==> src/rtl/reorder_buffer.sv <==
// Reorder buffer: in-order retirement queue with CDB capture and branch-mispredict flush.
// Optional feature: define ROB_COMMIT_COUNTER_EN to add a 32-bit commit_count output
// counting every normal pop.
module reorder_buffer #(
  parameter int unsigned ROB_DEPTH     = 16,
  parameter int unsigned ROB_ID_WIDTH  = 4,
  parameter int unsigned DATA_WIDTH    = 32,
  parameter int unsigned REG_IDX_WIDTH = 5
) (
  input  logic                     clk,
  input  logic                     rst,
  input  logic                     rdy,
  input  logic                     ID_alloc_valid,
  input  logic [REG_IDX_WIDTH-1:0] ID_rd,
  input  logic                     ID_is_branch,
  output logic [ROB_ID_WIDTH-1:0]  alloc_ROB_id,
  output logic                     ROB_full,
  input  logic                     CDB_valid,
  input  logic [ROB_ID_WIDTH-1:0]  CDB_ROB_id,
  input  logic [DATA_WIDTH-1:0]    CDB_value,
  input  logic                     CDB_mispredict,
  input  logic [DATA_WIDTH-1:0]    CDB_target,
  input  logic [ROB_ID_WIDTH-1:0]  query_ROB_id,
  output logic                     query_ready,
  output logic [DATA_WIDTH-1:0]    query_value,
  output logic                     ROB_input_valid,
  output logic [REG_IDX_WIDTH-1:0] ROB_rd,
  output logic [DATA_WIDTH-1:0]    ROB_value,
  output logic [ROB_ID_WIDTH-1:0]  ROB_rd_ROB_id,
  output logic                     ROB_roll_back_flag,
`ifdef ROB_COMMIT_COUNTER_EN
  output logic [31:0]              commit_count,
`endif
  output logic [DATA_WIDTH-1:0]    ROB_roll_back_pc
);

  typedef logic [ROB_ID_WIDTH-1:0] id_t;
  typedef logic [ROB_ID_WIDTH:0]   cnt_t;
  localparam id_t  IdOne   = id_t'(1);
  localparam cnt_t CntFull = cnt_t'(ROB_DEPTH);

  id_t  head_q, head_d, tail_q, tail_d;
  cnt_t count_q, count_d;

  logic [ROB_DEPTH-1:0]     busy_q, busy_d, ready_q, ready_d, br_q, br_d, mis_q, mis_d;
  logic [REG_IDX_WIDTH-1:0] rd_q    [ROB_DEPTH];
  logic [REG_IDX_WIDTH-1:0] rd_d    [ROB_DEPTH];
  logic [DATA_WIDTH-1:0]    value_q [ROB_DEPTH];
  logic [DATA_WIDTH-1:0]    value_d [ROB_DEPTH];
  logic [DATA_WIDTH-1:0]    tgt_q   [ROB_DEPTH];
  logic [DATA_WIDTH-1:0]    tgt_d   [ROB_DEPTH];

  logic                     out_valid_q, out_valid_d, rb_q, rb_d;
  logic [REG_IDX_WIDTH-1:0] out_rd_q, out_rd_d;
  logic [DATA_WIDTH-1:0]    out_value_q, out_value_d, rb_pc_q, rb_pc_d;
  id_t                      out_id_q, out_id_d;

  logic head_done, do_alloc, do_pop, do_flush, cdb_hit;

  // Status and operand lookup straight from current state.
  always_comb begin
    ROB_full     = (count_q == CntFull);
    alloc_ROB_id = tail_q;
    query_ready  = busy_q[query_ROB_id] && ready_q[query_ROB_id];
    query_value  = query_ready ? value_q[query_ROB_id] : '0;
    head_done    = busy_q[head_q] && ready_q[head_q];
    do_alloc     = rdy && ID_alloc_valid && !ROB_full;
    do_pop       = rdy && head_done && !mis_q[head_q];
    do_flush     = rdy && head_done && mis_q[head_q];
    cdb_hit      = rdy && CDB_valid && busy_q[CDB_ROB_id];
  end

  // Next-state: allocate at tail, capture CDB, retire head or flush on mispredict.
  always_comb begin
    head_d      = head_q;
    tail_d      = tail_q;
    count_d     = count_q;
    busy_d      = busy_q;
    ready_d     = ready_q;
    br_d        = br_q;
    mis_d       = mis_q;
    rd_d        = rd_q;
    value_d     = value_q;
    tgt_d       = tgt_q;
    out_valid_d = 1'b0;
    rb_d        = 1'b0;
    out_rd_d    = out_rd_q;
    out_value_d = out_value_q;
    out_id_d    = out_id_q;
    rb_pc_d     = rb_pc_q;

    if (do_alloc) begin
      busy_d[tail_q]  = 1'b1;
      ready_d[tail_q] = 1'b0;
      mis_d[tail_q]   = 1'b0;
      br_d[tail_q]    = ID_is_branch;
      rd_d[tail_q]    = ID_rd;
      tail_d          = tail_q + IdOne;
    end

    if (cdb_hit) begin
      ready_d[CDB_ROB_id] = 1'b1;
      value_d[CDB_ROB_id] = CDB_value;
      if (br_q[CDB_ROB_id]) begin
        mis_d[CDB_ROB_id] = CDB_mispredict;
        tgt_d[CDB_ROB_id] = CDB_target;
      end
    end

    if (do_pop) begin
      busy_d[head_q] = 1'b0;
      head_d         = head_q + IdOne;
      // x0 and branches retire silently.
      out_valid_d    = (rd_q[head_q] != '0) && !br_q[head_q];
      out_rd_d       = rd_q[head_q];
      out_value_d    = value_q[head_q];
      out_id_d       = head_q;
    end

    count_d = count_q + cnt_t'(do_alloc) - cnt_t'(do_pop);

    // Flush overrides any allocation or writeback made this cycle.
    if (do_flush) begin
      busy_d      = '0;
      ready_d     = '0;
      mis_d       = '0;
      head_d      = '0;
      tail_d      = '0;
      count_d     = '0;
      rb_d        = 1'b1;
      rb_pc_d     = tgt_q[head_q];
      out_valid_d = 1'b0;
    end
  end

  // State and registered commit/flush outputs.
  always_ff @(posedge clk or negedge rst) begin
    if (!rst) begin
      head_q      <= '0;
      tail_q      <= '0;
      count_q     <= '0;
      busy_q      <= '0;
      ready_q     <= '0;
      br_q        <= '0;
      mis_q       <= '0;
      for (int i = 0; i < ROB_DEPTH; i++) begin
        rd_q[i]    <= '0;
        value_q[i] <= '0;
        tgt_q[i]   <= '0;
      end
      out_valid_q <= 1'b0;
      out_rd_q    <= '0;
      out_value_q <= '0;
      out_id_q    <= '0;
      rb_q        <= 1'b0;
      rb_pc_q     <= '0;
    end else begin
      head_q      <= head_d;
      tail_q      <= tail_d;
      count_q     <= count_d;
      busy_q      <= busy_d;
      ready_q     <= ready_d;
      br_q        <= br_d;
      mis_q       <= mis_d;
      rd_q        <= rd_d;
      value_q     <= value_d;
      tgt_q       <= tgt_d;
      out_valid_q <= out_valid_d;
      out_rd_q    <= out_rd_d;
      out_value_q <= out_value_d;
      out_id_q    <= out_id_d;
      rb_q        <= rb_d;
      rb_pc_q     <= rb_pc_d;
    end
  end

  assign ROB_input_valid    = out_valid_q;
  assign ROB_rd             = out_rd_q;
  assign ROB_value          = out_value_q;
  assign ROB_rd_ROB_id      = out_id_q;
  assign ROB_roll_back_flag = rb_q;
  assign ROB_roll_back_pc   = rb_pc_q;

`ifdef ROB_COMMIT_COUNTER_EN
  logic [31:0] commit_count_q;

  // Counts every normal pop, including silent x0/branch retirements.
  always_ff @(posedge clk or negedge rst) begin
    if (!rst) begin
      commit_count_q <= '0;
    end else if (do_pop) begin
      commit_count_q <= commit_count_q + 32'd1;
    end
  end

  assign commit_count = commit_count_q;
`endif

endmodule

==> config.mk <==
export PLATFORM = sky130hd
export DESIGN_NAME = reorder_buffer
export DESIGN_NICKNAME = d
export VERILOG_FILES = /design/src/rtl/reorder_buffer.sv
export SDC_FILE = /design/constraint.sdc
export NUM_CORES = 2
export LEC_CHECK = 0
export CORE_MARGIN = 2
export CORE_UTILIZATION = 45
export DETAILED_ROUTE_END_ITERATION = 10
export PLACE_DENSITY = 0.75
export SYNTH_ARGS = -nofsm -noshare
export SYNTH_HDL_FRONTEND = slang
export SYNTH_SLANG_ARGS = --single-unit
==> constraint.sdc <==
create_clock -name clk -period 3.5 [get_ports clk]
set_clock_uncertainty 0.2 [all_clocks]
set_input_delay 0.7 -clock clk [delete_from_list [all_inputs] [get_ports clk]]
set_output_delay 0.7 -clock clk [all_outputs]
set_load 0.01 [all_outputs]
==> flow_metrics.env <==
export IMPL_cts_tree="done"
export IMPL_drtIter0Drc=3151
export IMPL_drive_above_1_share_pct=57.0
export IMPL_cp_top_family="multiplexers"
export IMPL_regArea_mm2=0.0315
export IMPL_slew_violations=0
export IMPL_syn_to_final_growth_pct=18.3
export IMPL_max_freq_ghz=0.288
export IMPL_path_clk_slew_ns=0.07
export IMPL_crit_required_ns=2.60
export IMPL_synthTopCellsByArea="dfrtp_1, mux2_2, mux4_2, buf_2, clkbuf_1"
export IMPL_first_pass_iters=5
export IMPL_post_route_period_util_pct=99.3
export IMPL_nFillCells=10500
export IMPL_worstHoldStart="ROB_rd[0]"
export IMPL_r2r_start="busy_q[0]"
export IMPL_ys_ff_latch=1256
export IMPL_num_vias=35600
export IMPL_wl_met1_um=66000
export IMPL_synth_seq_area_share_pct=52.1
export IMPL_power_density_mw_per_mm2=694
export IMPL_tightest_slew_ns=1.02
export IMPL_period_minus_slack_ns=3.48
export IMPL_drt_wirelength_per_cell_um=27.2
export IMPL_ioPinCount=197
export IMPL_placedCellCount=5563
export IMPL_yosys_cell_types_count=51
export IMPL_reg2reg_slack_ns=0.10
export IMPL_crit_path_max_fanout=7
export IMPL_io_buffers=196
export IMPL_drc=0
export IMPL_syn_cell_area_mm2=0.0603
export IMPL_wl_met2_um=75900
export IMPL_synth_area_leader_cell="dfrtp_1"
export IMPL_critPathKind="reg2out"
export IMPL_gp_congestion=0.854
export IMPL_fin_nets=4050
export IMPL_clock_path_buffers=3
export IMPL_worst_slack_ns=0.0234
export IMPL_critical_path_cell_chain="nand3_2, o21ai_1, mux4_2, o21ai_4, buf_12, buf_12, nor2b_1, buf_2"
export IMPL_ys_flop_type="dfrtp_1"
export IMPL_dp_hpwl_um=96100
export IMPL_relSlewSlack_pct=31.7
export IMPL_critPathLaunchType="register"
export IMPL_die_x_um=370
export IMPL_maxCapViolations=0
export IMPL_critPathArrivalTime_ns=2.58
export IMPL_synth_area_per_cell_um2=16.4
export IMPL_syn_inst=3680
export IMPL_grt_antenna_before_repair=17
export IMPL_end_kind="output port"
export IMPL_status="finished clean"
export IMPL_crit_top_cell="buf_12"
export IMPL_grt_pass1_wl_um=242000
export IMPL_setup_viol=0
export IMPL_first_global_vias=38000
export IMPL_multi_input_area_mm2=0.0276
export IMPL_dr_wl_met3_um=11500
export IMPL_cts_htree_levels=4
export IMPL_core_mm2=0.133
export IMPL_viasPerCell=6.10
export IMPL_cpPeakStageDelay_ns=0.50
export IMPL_die_area_mm2=0.137
export IMPL_yosysTopAreaCellShare_pct=52.1
export IMPL_instances_no_fill=5834
export IMPL_rsz0062_at_grt="yes"
export IMPL_utilization_pct=53.6
export IMPL_critPathSlowestCell="mux4_2"
export IMPL_routed_top_layer="met5"
export IMPL_clockRootBuffer="clkbuf_16"
export IMPL_cp_buffers_inverters=3
export IMPL_clock_sinks=1256
export IMPL_synth_edff_count=0
export IMPL_irDropWorstVdd_mv=0.521
export IMPL_fin_total_pwr_w=0.0496
export IMPL_yosys_warnings=0
export IMPL_syn_nets=3779
export IMPL_ant_nets=0
export IMPL_hold_viol_final=0
export IMPL_startpoint="busy_q[7]"
export IMPL_dieHeight_um=370
export IMPL_hp_class="reg2reg"
export IMPL_grt_usage_pct=23.5
export IMPL_grt_max_degree=128
export IMPL_overflow=0
export IMPL_cts_buffers=139
export IMPL_async_flop_share_pct=100
export IMPL_postRouteWirelength_um=158000
export IMPL_rows=134
export IMPL_power_leakage_nw=32.5
export IMPL_place_ws_ns=-0.328
export IMPL_worstSkewPairLatency_ns=0.78
export IMPL_start_util_pct=45.3
==> cell usage in the layout, fill, tap and decap left out, drive strengths merged, types with 12 or more instances in the layout <==
| cell | netlist | routed |
|---|---|---|
| a21oi | 56 | 56 |
| a22oi | 12 | 12 |
| a31oi | 12 | 12 |
| buf | 181 | 297 |
| clkbuf | 146 | 205 |
| clkdlybuf4s50 | 0 | 158 |
| clkinv | 0 | 30 |
| dfrtp | 1256 | 1256 |
| ha | 14 | 14 |
| inv | 33 | 41 |
| mux2 | 1195 | 1195 |
| mux4 | 524 | 524 |
| nand2 | 54 | 54 |
| nand3 | 35 | 35 |
| nor2 | 62 | 62 |
| nor2b | 39 | 39 |
==> timing repair <==
item	in CTS	in global routing
pin swaps	3	4
buffers inserted	14	3
resized for setup	183	15
endpoints found under the hold margin	65	0
hold buffers	1	0
gates cloned	2	0
endpoints found under the setup margin	35	34
==> flip-flops by register name, summed over array words and instances (netlist names), 16 cells and up <==
signal	count
rd_q	80
value_q	512
busy_q	16
tgt_q	512
ROB_roll_back_pc	32
br_q	16
ready_q	16
ROB_value	32
mis_q	16
==> logic make-up (layout without fill, tap and decap cells) <==
| group | after synthesis | after routing | share of synthesized area [%] |
|---|---|---|---|
| other | 0 | 7 | 0 |
| buffers and inverters | 360 | 739 | 2.74 |
| AO/OA/AOI/OAI | 107 | 107 | 1.08 |
| XOR/XNOR | 7 | 7 | 0.102 |
| flip-flops | 1256 | 1256 | 52.1 |
| AND/OR/NAND/NOR | 212 | 212 | 1.72 |
| multiplexers | 1723 | 1723 | 41.9 |
| adder cells (fa/ha/maj) | 15 | 15 | 0.324 |
==> worst paths after layout <==
kind,to,cells after the start
min in group asynchronous,tgt_q[144],2
min reg2reg,ROB_rd[0],1
max in group asynchronous,tgt_q[38],3
min,ROB_rd[0],1
max,query_value[22],8
max reg2reg,count_q[4],19
==> where the power goes <==
part           switching (W)  internal, W  total [W]
Sequential           0.00214       0.0177     0.0198
Clock                0.00625      0.00885     0.0151
Combinational        0.00626      0.00840     0.0147
==> stage by stage <==
stage | setup TNS, ns | hold slack, ns | area (um^2)
2_1_floorplan | 0 | 0.204 | 60300
3_3_place_gp | -23.70 | 0.273 | 66300
3_5_place_dp | -43.24 | 0.274 | 66300
4_1_cts | -1.75 | 0.292 | 71400
5_1_grt | -0.149 | 0.305 | 71400
6_report | 0 | 0.290 | 71400
==> synthesized netlist by cell type, drive strengths merged (10+ instances only) <==
cell    count
dfrtp    1256
mux2     1195
mux4      524
buf       181
clkbuf    146
nor2       62
a21oi      56
nand2      54
nor2b      39
nand3      35
inv        33
ha         14
a22oi      12
a31oi      12
o21ai      10
==> area by class of cell <==
type | count | share of cell area, %
Antenna cell | 7 | 0.0245
Clock buffer | 204 | 5.93
Clock inverter | 45 | 0.801
Inverter | 33 | 0.174
Multi-Input combinational cell | 2064 | 38.6
Sequential cell | 1256 | 44.1
Tap cell | 1768 | 3.10
Timing Repair Buffer | 457 | 7.30
==> routing by layer <==
layer / global-route usage [%] / up-vias
met1: 32.2 / 19300
met5: 0 / -
li1: - / 14600
met3: 5.52 / 317
met4: 8.25 / 14
met2: 37.1 / 1289
(Power assumes the default switching activity.)
